**src/rtl/imm_decode_stage_ctrl_pkg.sv**
```systemverilog
// Shared types for the ID-stage immediate controller.
// Opcode map, select encoding, FSM states and the ID/EX payload.
package imm_pkg;

  localparam int XLEN  = 32;
  localparam int SEL_W = 3;

  typedef enum logic [SEL_W-1:0] {
    IMM_I = 3'b000,
    IMM_R = 3'b001,
    IMM_S = 3'b010,
    IMM_B = 3'b011,
    IMM_U = 3'b100,
    IMM_J = 3'b101
  } imm_sel_e;

  localparam logic [6:0] OP_IMM    = 7'b0010011;
  localparam logic [6:0] OP_LOAD   = 7'b0000011;
  localparam logic [6:0] OP_JALR   = 7'b1100111;
  localparam logic [6:0] OP_REG    = 7'b0110011;
  localparam logic [6:0] OP_STORE  = 7'b0100011;
  localparam logic [6:0] OP_BRANCH = 7'b1100011;
  localparam logic [6:0] OP_LUI    = 7'b0110111;
  localparam logic [6:0] OP_AUIPC  = 7'b0010111;
  localparam logic [6:0] OP_JAL    = 7'b1101111;

  typedef enum logic [1:0] {
    EMPTY = 2'b00,
    FULL  = 2'b01,
    SKID  = 2'b10
  } stage_e;

  typedef struct packed {
    logic [XLEN-1:0] imm;
    imm_sel_e        sel;
    logic [XLEN-1:0] pc;
    logic [4:0]      rd;
    logic            illegal;
  } id_ex_t;

  localparam id_ex_t ID_EX_RST = '{
    imm:     '0,
    sel:     IMM_R,
    pc:      '0,
    rd:      '0,
    illegal: 1'b0
  };

endpackage

```
**src/rtl/imm_decode_stage_ctrl_if.sv**
```systemverilog
// IF/ID input and ID/EX output handshake bundle.
// slave = the stage, master = surrounding pipeline.
interface imm_decode_stage_ctrl_if;
  import imm_pkg::*;

  logic              in_valid;
  logic              in_ready;
  logic [XLEN-1:0]   in_instr;
  logic [XLEN-1:0]   in_pc;
  logic              flush;
  logic              out_valid;
  logic              out_ready;
  logic [XLEN-1:0]   out_imm;
  logic [SEL_W-1:0]  out_imm_sel;
  logic [XLEN-1:0]   out_pc;
  logic [4:0]        out_rd;
  logic              out_illegal;

  modport slave (
    input  in_valid, in_instr, in_pc,
    input  flush, out_ready,
    output in_ready, out_valid,
    output out_imm, out_imm_sel,
    output out_pc, out_rd, out_illegal
  );

  modport master (
    output in_valid, in_instr, in_pc,
    output flush, out_ready,
    input  in_ready, out_valid,
    input  out_imm, out_imm_sel,
    input  out_pc, out_rd, out_illegal
  );

endinterface

```
**src/rtl/imm_decode_stage_ctrl_immediate_extend.sv**
```systemverilog
// RV32 immediate extraction and sign extension.
// Selects outside the I/S/B/U/J set yield zero.
module immediate_extend
  import imm_pkg::*;
(
  input  logic [XLEN-1:0] imm_value,
  input  imm_sel_e        imm_select,
  output logic [XLEN-1:0] imm_out
);

  logic [XLEN-1:0] v;
  logic            unused;

  assign v      = imm_value;
  assign unused = &{1'b0, v[6:0]};

  always_comb begin
    imm_out = '0;
    case (imm_select)
      IMM_I: imm_out = {{20{v[31]}}, v[31:20]};
      IMM_S: imm_out = {{20{v[31]}}, v[31:25], v[11:7]};
      IMM_B: imm_out = {{19{v[31]}}, v[31], v[7],
                        v[30:25], v[11:8], 1'b0};
      IMM_U: imm_out = {v[31:12], 12'b0};
      IMM_J: imm_out = {{11{v[31]}}, v[31], v[19:12],
                        v[20], v[30:21], 1'b0};
      default: imm_out = '0;
    endcase
  end

endmodule

```
**src/rtl/imm_decode_stage_ctrl.sv**
```systemverilog
// ID-stage immediate decode with a 1-entry skid buffer and flush.
// Optional IMM_ILLEGAL_TRAP_EN flags unmapped opcodes via out_illegal.
module imm_decode_stage_ctrl
  import imm_pkg::*;
(
  input logic                    clk,
  input logic                    reset_n,
  imm_decode_stage_ctrl_if.slave bus
);

  logic [6:0]      opcode;
  imm_sel_e        dec_sel;
  logic            dec_illegal;
  logic [XLEN-1:0] ext_imm;
  id_ex_t          dec_entry;
  id_ex_t          out_q;
  id_ex_t          skid_q;
  stage_e          state_q;
  stage_e          state_d;
  logic            accept;
  logic            transfer;
  logic            load_out;
  logic            load_skid;
  logic            move_skid;

  assign opcode = bus.in_instr[6:0];

  always_comb begin
    dec_sel = IMM_R;
    unique case (1'b1)
      (opcode == OP_IMM) ||
      (opcode == OP_LOAD) ||
      (opcode == OP_JALR):   dec_sel = IMM_I;
      (opcode == OP_REG):    dec_sel = IMM_R;
      (opcode == OP_STORE):  dec_sel = IMM_S;
      (opcode == OP_BRANCH): dec_sel = IMM_B;
      (opcode == OP_LUI) ||
      (opcode == OP_AUIPC):  dec_sel = IMM_U;
      (opcode == OP_JAL):    dec_sel = IMM_J;
      default:               dec_sel = IMM_R;
    endcase
  end

`ifdef IMM_ILLEGAL_TRAP_EN
  assign dec_illegal = ((dec_sel == IMM_R) && (opcode != OP_REG))
                     || (bus.in_instr[1:0] != 2'b11);
`else
  assign dec_illegal = 1'b0;
`endif

  immediate_extend u_ext (
    .imm_value  (bus.in_instr),
    .imm_select (dec_sel),
    .imm_out    (ext_imm)
  );

  assign dec_entry = '{
    imm:     dec_illegal ? '0 : ext_imm,
    sel:     dec_illegal ? IMM_R : dec_sel,
    pc:      bus.in_pc,
    rd:      bus.in_instr[11:7],
    illegal: dec_illegal
  };

  assign bus.in_ready  = (state_q != SKID);
  assign bus.out_valid = (state_q != EMPTY);

  assign accept   = bus.in_valid & bus.in_ready;
  assign transfer = bus.out_valid & bus.out_ready;

  always_ff @(posedge clk or negedge reset_n) begin
    if (!reset_n) state_q <= EMPTY;
    else          state_q <= state_d;
  end

  always_comb begin
    state_d   = state_q;
    load_out  = 1'b0;
    load_skid = 1'b0;
    move_skid = 1'b0;
    if (bus.flush) begin
      state_d = EMPTY;
    end else begin
      case (state_q)
        EMPTY: begin
          if (accept) begin
            state_d  = FULL;
            load_out = 1'b1;
          end
        end
        FULL: begin
          if (accept && !transfer) begin
            state_d   = SKID;
            load_skid = 1'b1;
          end else if (accept) begin
            load_out = 1'b1;
          end else if (transfer) begin
            state_d = EMPTY;
          end
        end
        SKID: begin
          if (transfer) begin
            state_d   = FULL;
            move_skid = 1'b1;
          end
        end
        default: state_d = EMPTY;
      endcase
    end
  end

  // Payload only moves on accept or skid drain; it holds otherwise.
  always_ff @(posedge clk or negedge reset_n) begin
    if (!reset_n) begin
      out_q  <= ID_EX_RST;
      skid_q <= ID_EX_RST;
    end else begin
      if (load_out)       out_q <= dec_entry;
      else if (move_skid) out_q <= skid_q;
      if (load_skid)      skid_q <= dec_entry;
    end
  end

  assign bus.out_imm     = out_q.imm;
  assign bus.out_imm_sel = out_q.sel;
  assign bus.out_pc      = out_q.pc;
  assign bus.out_rd      = out_q.rd;
  assign bus.out_illegal = out_q.illegal;

endmodule

```
**src/flat_wrapper.sv**
```systemverilog
// flat-port wrapper written by rule: the top's interface ports become plain ports
module imm_decode_stage_ctrl_flat import imm_pkg::*;
  (clk, reset_n, bus_in_valid, bus_in_instr, bus_in_pc, bus_flush, bus_out_ready, bus_in_ready, bus_out_valid, bus_out_imm, bus_out_imm_sel, bus_out_pc, bus_out_rd, bus_out_illegal);
  imm_decode_stage_ctrl_if bus_i ();
  input logic clk;
  input logic reset_n;
  input wire logic [$bits(bus_i.in_valid)-1:0] bus_in_valid;
  input wire logic [$bits(bus_i.in_instr)-1:0] bus_in_instr;
  input wire logic [$bits(bus_i.in_pc)-1:0] bus_in_pc;
  input wire logic [$bits(bus_i.flush)-1:0] bus_flush;
  input wire logic [$bits(bus_i.out_ready)-1:0] bus_out_ready;
  output wire logic [$bits(bus_i.in_ready)-1:0] bus_in_ready;
  output wire logic [$bits(bus_i.out_valid)-1:0] bus_out_valid;
  output wire logic [$bits(bus_i.out_imm)-1:0] bus_out_imm;
  output wire logic [$bits(bus_i.out_imm_sel)-1:0] bus_out_imm_sel;
  output wire logic [$bits(bus_i.out_pc)-1:0] bus_out_pc;
  output wire logic [$bits(bus_i.out_rd)-1:0] bus_out_rd;
  output wire logic [$bits(bus_i.out_illegal)-1:0] bus_out_illegal;
  assign bus_i.in_valid = bus_in_valid;
  assign bus_i.in_instr = bus_in_instr;
  assign bus_i.in_pc = bus_in_pc;
  assign bus_i.flush = bus_flush;
  assign bus_i.out_ready = bus_out_ready;
  assign bus_in_ready = bus_i.in_ready;
  assign bus_out_valid = bus_i.out_valid;
  assign bus_out_imm = bus_i.out_imm;
  assign bus_out_imm_sel = bus_i.out_imm_sel;
  assign bus_out_pc = bus_i.out_pc;
  assign bus_out_rd = bus_i.out_rd;
  assign bus_out_illegal = bus_i.out_illegal;
  imm_decode_stage_ctrl u_core (.clk(clk), .reset_n(reset_n), .bus(bus_i));
endmodule
```
**config.mk**
```make
export PLATFORM = sky130hd
export DESIGN_NAME = imm_decode_stage_ctrl_flat
export DESIGN_NICKNAME = d
export VERILOG_FILES = /design/src/rtl/imm_decode_stage_ctrl_pkg.sv /design/src/rtl/imm_decode_stage_ctrl_if.sv /design/src/rtl/imm_decode_stage_ctrl_immediate_extend.sv /design/src/rtl/imm_decode_stage_ctrl.sv /design/src/flat_wrapper.sv
export SDC_FILE = /design/constraint.sdc
export NUM_CORES = 1
export LEC_CHECK = 0
export BUFFER_PORTS_ARGS = -buffer_cell sky130_fd_sc_hd__buf_2
export CAP_MARGIN = 20
export CORE_MARGIN = 1.5
export CORE_UTILIZATION = 40
export CTS_CLUSTER_DIAMETER = 50
export DETAILED_ROUTE_END_ITERATION = 7
export GPL_TIMING_DRIVEN = 0
export PLACE_DENSITY = 0.67
export SYNTH_ARGS = -nofsm -noshare
export SYNTH_HDL_FRONTEND = slang
export SYNTH_SLANG_ARGS = --single-unit
export TNS_END_PERCENT = 30
```
**constraint.sdc**
```tcl
create_clock -name clk -period 2.2 [get_ports clk]
set_clock_uncertainty 0.2 [all_clocks]
set_input_delay 0 -clock clk [delete_from_list [all_inputs] [get_ports clk]]
set_output_delay 0 -clock clk [all_outputs]
set_load 0.1 [all_outputs]
```
# Yosys cells after proc, flatten, opt, wreduce, memory -nomap -nowiden
# Index checks and enable logic that the tools add are counted.
# totals
regBits	147
input_bits	69
out_inout_bits	75
wordCells	62
# op_classes
n_eq_ne	19
n_mux	21
n_bitwise	2
reduce_logical	10
# ops
operator	count
one-hot mux 32 bit (5 select lines)	1
2-to-1 mux 73 bit	2
equality test 7 bit (second input constant)	3
one-hot mux 3 bit (5 select lines)	1
equality test 7 x 5 -> 1 bit (second input constant)	2
equality test 7 x 6 -> 1 bit (second input constant)	2
2-to-1 mux 2 bit	6
2-to-1 mux 1 bit	9
equality test 7 x 2 -> 1 bit (second input constant)	1
equality test 3 x 2 -> 1 bit (second input constant)	2
equality test 3 bit (second input constant)	2
!= test 3 x 2 -> 1 bit (second input constant)	2
one-hot mux 2 bit (3 select lines)	1
!= test 4 x 2 -> 1 bit (second input constant)	1
!= test 4 bit (second input constant)	1
AND reduction 4 bit	1
nonzero test 2 bit	2
zero test 3 bit	1
logical OR 1 bit	3
AND 1 bit	2
equality test 2 x 1 -> 1 bit (second input constant)	1
equality test 2 bit (second input constant)	1
zero test 2 bit	1
!= test 2 bit (second input constant)	1
3 further kinds	3

# Depth between registers and ports, before layout
# depth
depth_word	8
depth_mapped	11
depth_no_buf	9

# Modules after synthesis
# Synthesis repeated with hierarchy kept, for this count alone.
# unflattened
cells_unflattened	511
hier_area_um2	6503.7
# modules_own_cells
module	instances	cells_each	area_each_um2	seq_area_each_um2
imm_decode_stage_ctrl	1	427	6034.5	3656.0
immediate_extend	1	84	469.2	0.0

# Least setup slack after synthesis
# OpenSTA, ideal clock, no wires.
# synth_path
path_kind	input-to-reg
from	in bus_in_instr[3]
to	reg u_core.out_q, in the netlist u_core.bus.out_imm[29]
setup_time_ns	0.086
t_arrival_ns	2.251
required_ns	1.914
path_slack_ns	-0.337
path_stages	11
n_path_buf	3
path_cell_list	nor3b_1 > o2111ai_2 > buf_6 > ha_1 > and3_1 > o211a_1 > clkbuf_1 > clkbuf_1 > nand2_1 > a21o_1 > a32oi_1
# synth_via
elab_chain_len	7
elab_cells_between_ends	19
classes_between	eq/ne: 12; mux: 3; reduce/logical: 4
# synth_rtl
element	line_no	text
start: declaration	flat_wrapper.sv:8	input wire logic [$bits(bus_i.in_instr)-1:0] bus_in_instr;
equality test 7 x 5 -> 1 bit or equality test 7 x 2 -> 1 bit (tied branches)	imm_decode_stage_ctrl.sv:31, imm_decode_stage_ctrl.sv:32	
logical OR 1 bit	imm_decode_stage_ctrl.sv:31	(opcode == OP_IMM) ||
logical OR 1 bit	imm_decode_stage_ctrl.sv:32	(opcode == OP_LOAD) ||
one-hot mux 3 bit (5 select lines) (*)	imm_decode_stage_ctrl.sv:30	unique case (1'b1)
equality test 3 bit (tied with other cells)	imm_decode_stage_ctrl_immediate_extend.sv:19	case (imm_select)
one-hot mux 32 bit (5 select lines) (*)	imm_decode_stage_ctrl_immediate_extend.sv:19	
2-to-1 mux 73 bit (*)	imm_decode_stage_ctrl.sv:118	if (load_out) out_q <= dec_entry;
end signal: assignment	imm_decode_stage_ctrl.sv:118	
end signal: assignment	imm_decode_stage_ctrl.sv:119	else if (move_skid) out_q <= skid_q;
end: declaration	imm_decode_stage_ctrl.sv:16	id_ex_t out_q;
# Mark *: on every way between the ends. The rest lies on a longest branch, timed or not.
# A chain may end at the register's enable or synchronous reset.

# Final worst setup path
# layout_path
from	reg u_core.state_q[1]
to	reg u_core.out_q, in the netlist u_core.bus.out_pc[30]
# layout_via
elab_chain_len	8
elab_cells_between_ends	18
classes_between	eq/ne: 3; mux: 8; bitwise: 2; reduce/logical: 5
# layout_rtl
element	line_no	text
start: declaration	imm_decode_stage_ctrl.sv:18	stage_e state_q;
start signal: assignment	imm_decode_stage_ctrl.sv:73	else state_q <= state_d;
nonzero test 2 bit	imm_decode_stage_ctrl.sv:66	assign bus.out_valid = (state_q != EMPTY);
AND 1 bit	imm_decode_stage_ctrl.sv:69	assign transfer = bus.out_valid & bus.out_ready;
zero test 1 bit	imm_decode_stage_ctrl.sv:92	if (accept && !transfer) begin
logical AND 1 bit	imm_decode_stage_ctrl.sv:92	
2-to-1 mux 1 bit	imm_decode_stage_ctrl.sv:92	
one-hot mux 1 bit (2 select lines)	imm_decode_stage_ctrl.sv:84	case (state_q)
2-to-1 mux 1 bit	imm_decode_stage_ctrl.sv:81	if (bus.flush) begin
2-to-1 mux 73 bit or nonzero test 2 bit (tied branches)	n/a	
# Several ways; a longest one is shown, not always the timed one.

==> results summary <==
The hold violation total from the final report was 21. In this run the standard cell core region covers roughly 17000 sq um. The slack of the worst reg-to-reg path is around 0.074 ns. At the later pin of the worst-skew pair, clock insertion delay measures between 0.4 and 0.5 ns. The top cell types in the final layout, fill and taps aside, are sky130_fd_sc_hd__nand2_1 (287), sky130_fd_sc_hd__buf_2 (151), sky130_fd_sc_hd__dfrtp_1 (143), sky130_fd_sc_hd__dlygate4sd3_1 (65), sky130_fd_sc_hd__nor2_1 (62). The via count of the first global-routing pass came out at 6243. The utilization of the core after routing is a little under three fifths. The number of synthesis warnings came out at 0. The die is around 130 microns wide. The critical path is of the reg -> reg type. The normalized max-slew margin is ~53%. The cell at the root of the clock tree is sky130_fd_sc_hd__clkbuf_16. The largest net degree at the start of global routing is 75. The number of CTS-inserted buffers came out at 17. Setup repair after global routing could not meet its margin everywhere. The most common cell after layout, fill and taps aside is sky130_fd_sc_hd__nand2_1. The initial core utilization is ~41%.

For this design the top-level I/O count stands at about 140. The number of cell rows is 47. The worst setup path is launched from a register.

The number of H-tree levels came out at 4. For this block, the routed nets add up to 19510 microns of wire. The area growth from synthesis to final layout came out at 36.29%. The number of placed instances with taps included is between 1000 and 1500. The area of the die is approximately 18000 sq um. The post-layout minimum cycle time is roughly 2.1 ns.

The maximum ir drop on the vdd rail came out at between 0.6 and 0.7 mV. For this block, the initial DRC count from the detailed router was 416. The first-pass GRT wire length came out at 31710 microns. The required time of the critical path came out at 2.33 ns. The HPWL after detailed placement is approximately 13000 microns. Of the synthesized area, sequential elements account for a little over half. Dividing the synthesized area by the synthesized cell count gives 8.909 sq um. The detailed-routing iteration count for the pre-antenna-repair pass came out at 5. At the end of routability-driven placement, the weighted congestion stood at approximately 0.84. The worst hold path belongs to the class in -> async. The number of pins with negative max-slew slack in the final report came to 0. The filler-free cell count of the finished design is 1228. Once detail routing completed, the nets flagged for antenna violations numbered 0. The DRC violations left came out at 0. The fraction of final layout cells with drive strength greater than 1 is approximately a quarter. The share of synthesized registers carrying an async set or reset is between 90% and 100%. In this run the critical register-to-register path is captured at u_core.bus.out_pc[30]$_DFFE_PN0P_.

The TritonCTS clock tree is yes. The via density per instance is around 5.1. The cell area power density is about 1000 nW/um^2.

The initial antenna violation count is 0. The number of library cell types mapped by synthesis came out at between 50 and 60. The flow ran to the end, but the final reports show violations. The synthesized design contains 0 enable-type register cells. The maximum clock path buffer count is 2. The cell type contributing the most total cell area after synthesis is sky130_fd_sc_hd__dfrtp_1. The total setup violations reported at the end of the flow came out at 0. The count of mapped cells out of synthesis came out at around 770.

The synthesized flop and latch total came out at roughly 150. The total leakage power is ~0.0045 uW. The leftover overflow at the end of global routing came out at 0. The CTS sink count came out at ~150.

The antenna diode instance count came out at 0. Based on the critical path, the design can be clocked at up to between 400 and 500 MHz. In the finished design, the share of the clock period the worst path needs comes to a little over nine tenths.

The max-capacitance violation count came out at 0. The clock-pin transition on the worst setup and hold timing paths came out at roughly 0.060 ns. The worst setup path is captured at a register. For this run, the leading register cell type out of synthesis is sky130_fd_sc_hd__dfrtp_1.

The synthesized area is about 6800 sq um. Of the post-synthesis cell area, the dominant cell type holds ~53%. The number of cells traversed by the worst register-to-register path is 6. The checks that failed: negative hold slack. The transition time at the pin with the least slew margin is ~0.7 ns. The global routing usage summed across all routing layers came out at a little under a quarter. The net count after synthesis came out at 836. Sorting the synthesized cells by area gives the leading types as sky130_fd_sc_hd__dfrtp_1 (53%), sky130_fd_sc_hd__nand2_1 (16%), sky130_fd_sc_hd__a31oi_1 (4.7%).

The worst register-to-register path begins at u_core.state_q[1]$_DFFE_PN0P_. Data arrives at the worst endpoint at 2.25 ns. Of all nets on the critical path, the largest fanout is 10. The die height came out at about 130 microns. Buffers placed on the I/O ports in this run total 139. The wire length per cell after detailed routing is about 16 microns. After the last flow step, the layout net total stands at roughly 1100.

Summing over every cut layer, the via total after detailed routing is roughly 6300. The worst hold slack is -0.02594 ns.
==> flip-flops by register name, summed over array words and instances (netlist names) <==
register,cells
u_core.skid_q,72
u_core.bus.out_imm,32
u_core.bus.out_pc,32
u_core.bus.out_rd,5
u_core.bus.out_imm_sel,3
u_core.state_q,2
==> logic make-up (layout without fill, tap and decap cells) <==
kind of cell / count (synthesis) / count (layout) / share of synthesized area (%)
AOI/OAI and AO/OA: 161 / 161 / 16.65
adders and majority gates: 1 / 1 / 0.1833
buffers and inverters: 61 / 303 / 5.152
DFF: 146 / 146 / 53.58
muxes: 9 / 9 / 1.320
other: 1 / 1 / 0.05495
and+or+nand+nor: 387 / 387 / 23.07
==> critical path: stages, from the launching register on <==
cell                       delay [ns]
sky130_fd_sc_hd__dfrtp_2         0.45
sky130_fd_sc_hd__nand2b_1        0.20
sky130_fd_sc_hd__or3_1           0.33
sky130_fd_sc_hd__clkbuf_8        0.18
sky130_fd_sc_hd__clkbuf_4        0.23
sky130_fd_sc_hd__clkbuf_1        0.25
sky130_fd_sc_hd__a31oi_1         0.21
==> Yosys cell counts (all sizes together) (3+ instances only) <==
| cell | instances |
|---|---|
| inv | 3 |
| a31oi | 51 |
| nand3 | 3 |
| nor2 | 62 |
| and3 | 8 |
| mux2i | 9 |
| nor3 | 5 |
| o31ai | 15 |
| a22oi | 8 |
| nand2b | 3 |
| dfrtp | 144 |
| buf | 15 |
| o21ai | 19 |
| nand2 | 288 |
| nor2b | 3 |
| a21o | 12 |
| o2bb2ai | 4 |
| clkbuf | 42 |
| a32oi | 20 |
| a21oi | 25 |
==> how the worst max path moves through the flow <==
| stage | start | endpoint | depth (start not counted) | slack [ns] |
|---|---|---|---|---|
| 2_1_floorplan | bus_in_instr[4] | u_core.bus.out_imm[29]$_DFFE_PN0P_ | 11 | 0.006 |
| 3_3_place_gp | reset_n | u_core.bus.out_pc[7]$_DFFE_PN0P_ | 1 | -1.27 |
| 3_5_place_dp | bus_in_instr[3] | u_core.bus.out_imm[21]$_DFFE_PN0P_ | 10 | -0.76 |
| 4_1_cts | u_core.state_q[1]$_DFFE_PN0P_ | u_core.bus.out_imm[0]$_DFFE_PN0P_ | 5 | -0.11 |
| 5_1_grt | u_core.state_q[1]$_DFFE_PN0P_ | u_core.bus.out_imm[13]$_DFFE_PN0P_ | 5 | -0.04 |
| 6_report | u_core.state_q[1]$_DFFE_PN0P_ | u_core.bus.out_pc[30]$_DFFE_PN0P_ | 6 | 0.07 |
==> metal layers <==
metal / global-route usage [%] / vias up / wire length (microns)
met1: 30.26 / 2989 / 8792
met2: 36.44 / 202 / 9318
met3: 5.213 / 19 / 1125
met5: 0 / - / 0
met4: 8.092 / 0 / 274
li1: - / 3057 / -
==> cell type report <==
| type | count | area, sq um |
|---|---|---|
| inverters | 3 | 11.26 |
| well taps | 220 | 275.3 |
| clock inverters | 8 | 150.1 |
| plain buffers | 58 | 397.9 |
| fillers | 1521 | 7342 |
| repair buffers | 211 | 1430 |
| clock buffers | 23 | 488.0 |
| multi-input cells | 559 | 2890 |
| flip-flops and latches | 146 | 3657 |
==> metrics by stage <==
stage | TNS (ns) | hold slack [ns] | setup WS (ns) | total power (uW) | instance area (sq um)
2_1_floorplan | 0 | -0.4956 | 0.006240 | 5562 | 6865
3_3_place_gp | -242.95 | 0.01059 | -1.266 | 6087 | 7836
3_5_place_dp | -49.14 | -0.1180 | -0.7601 | 6142 | 7878
4_1_cts | -1.177 | 0.006667 | -0.1077 | 9384 | 9235
5_1_grt | -0.5537 | 0.05449 | -0.04415 | 9718 | 9300
6_report | 0 | -0.02594 | 0.07390 | 9320 | 9300
==> where the power goes <==
group | internal (uW) | leakage, uW | switching [uW]
logic | 594 | 0.00239 | 2160
clock network | 2020 | 0.000309 | 1100
registers | 3190 | 0.00179 | 260
==> timing repair <==
item	in CTS	in global routing
buffers inserted	3	1
pin swaps	3	4
gates resized for setup	20	37
hold buffers	65	0
setup endpoints to repair	130	134
endpoints found under the hold margin	284	0
Note: power is estimated with default switching activity, not from simulation.
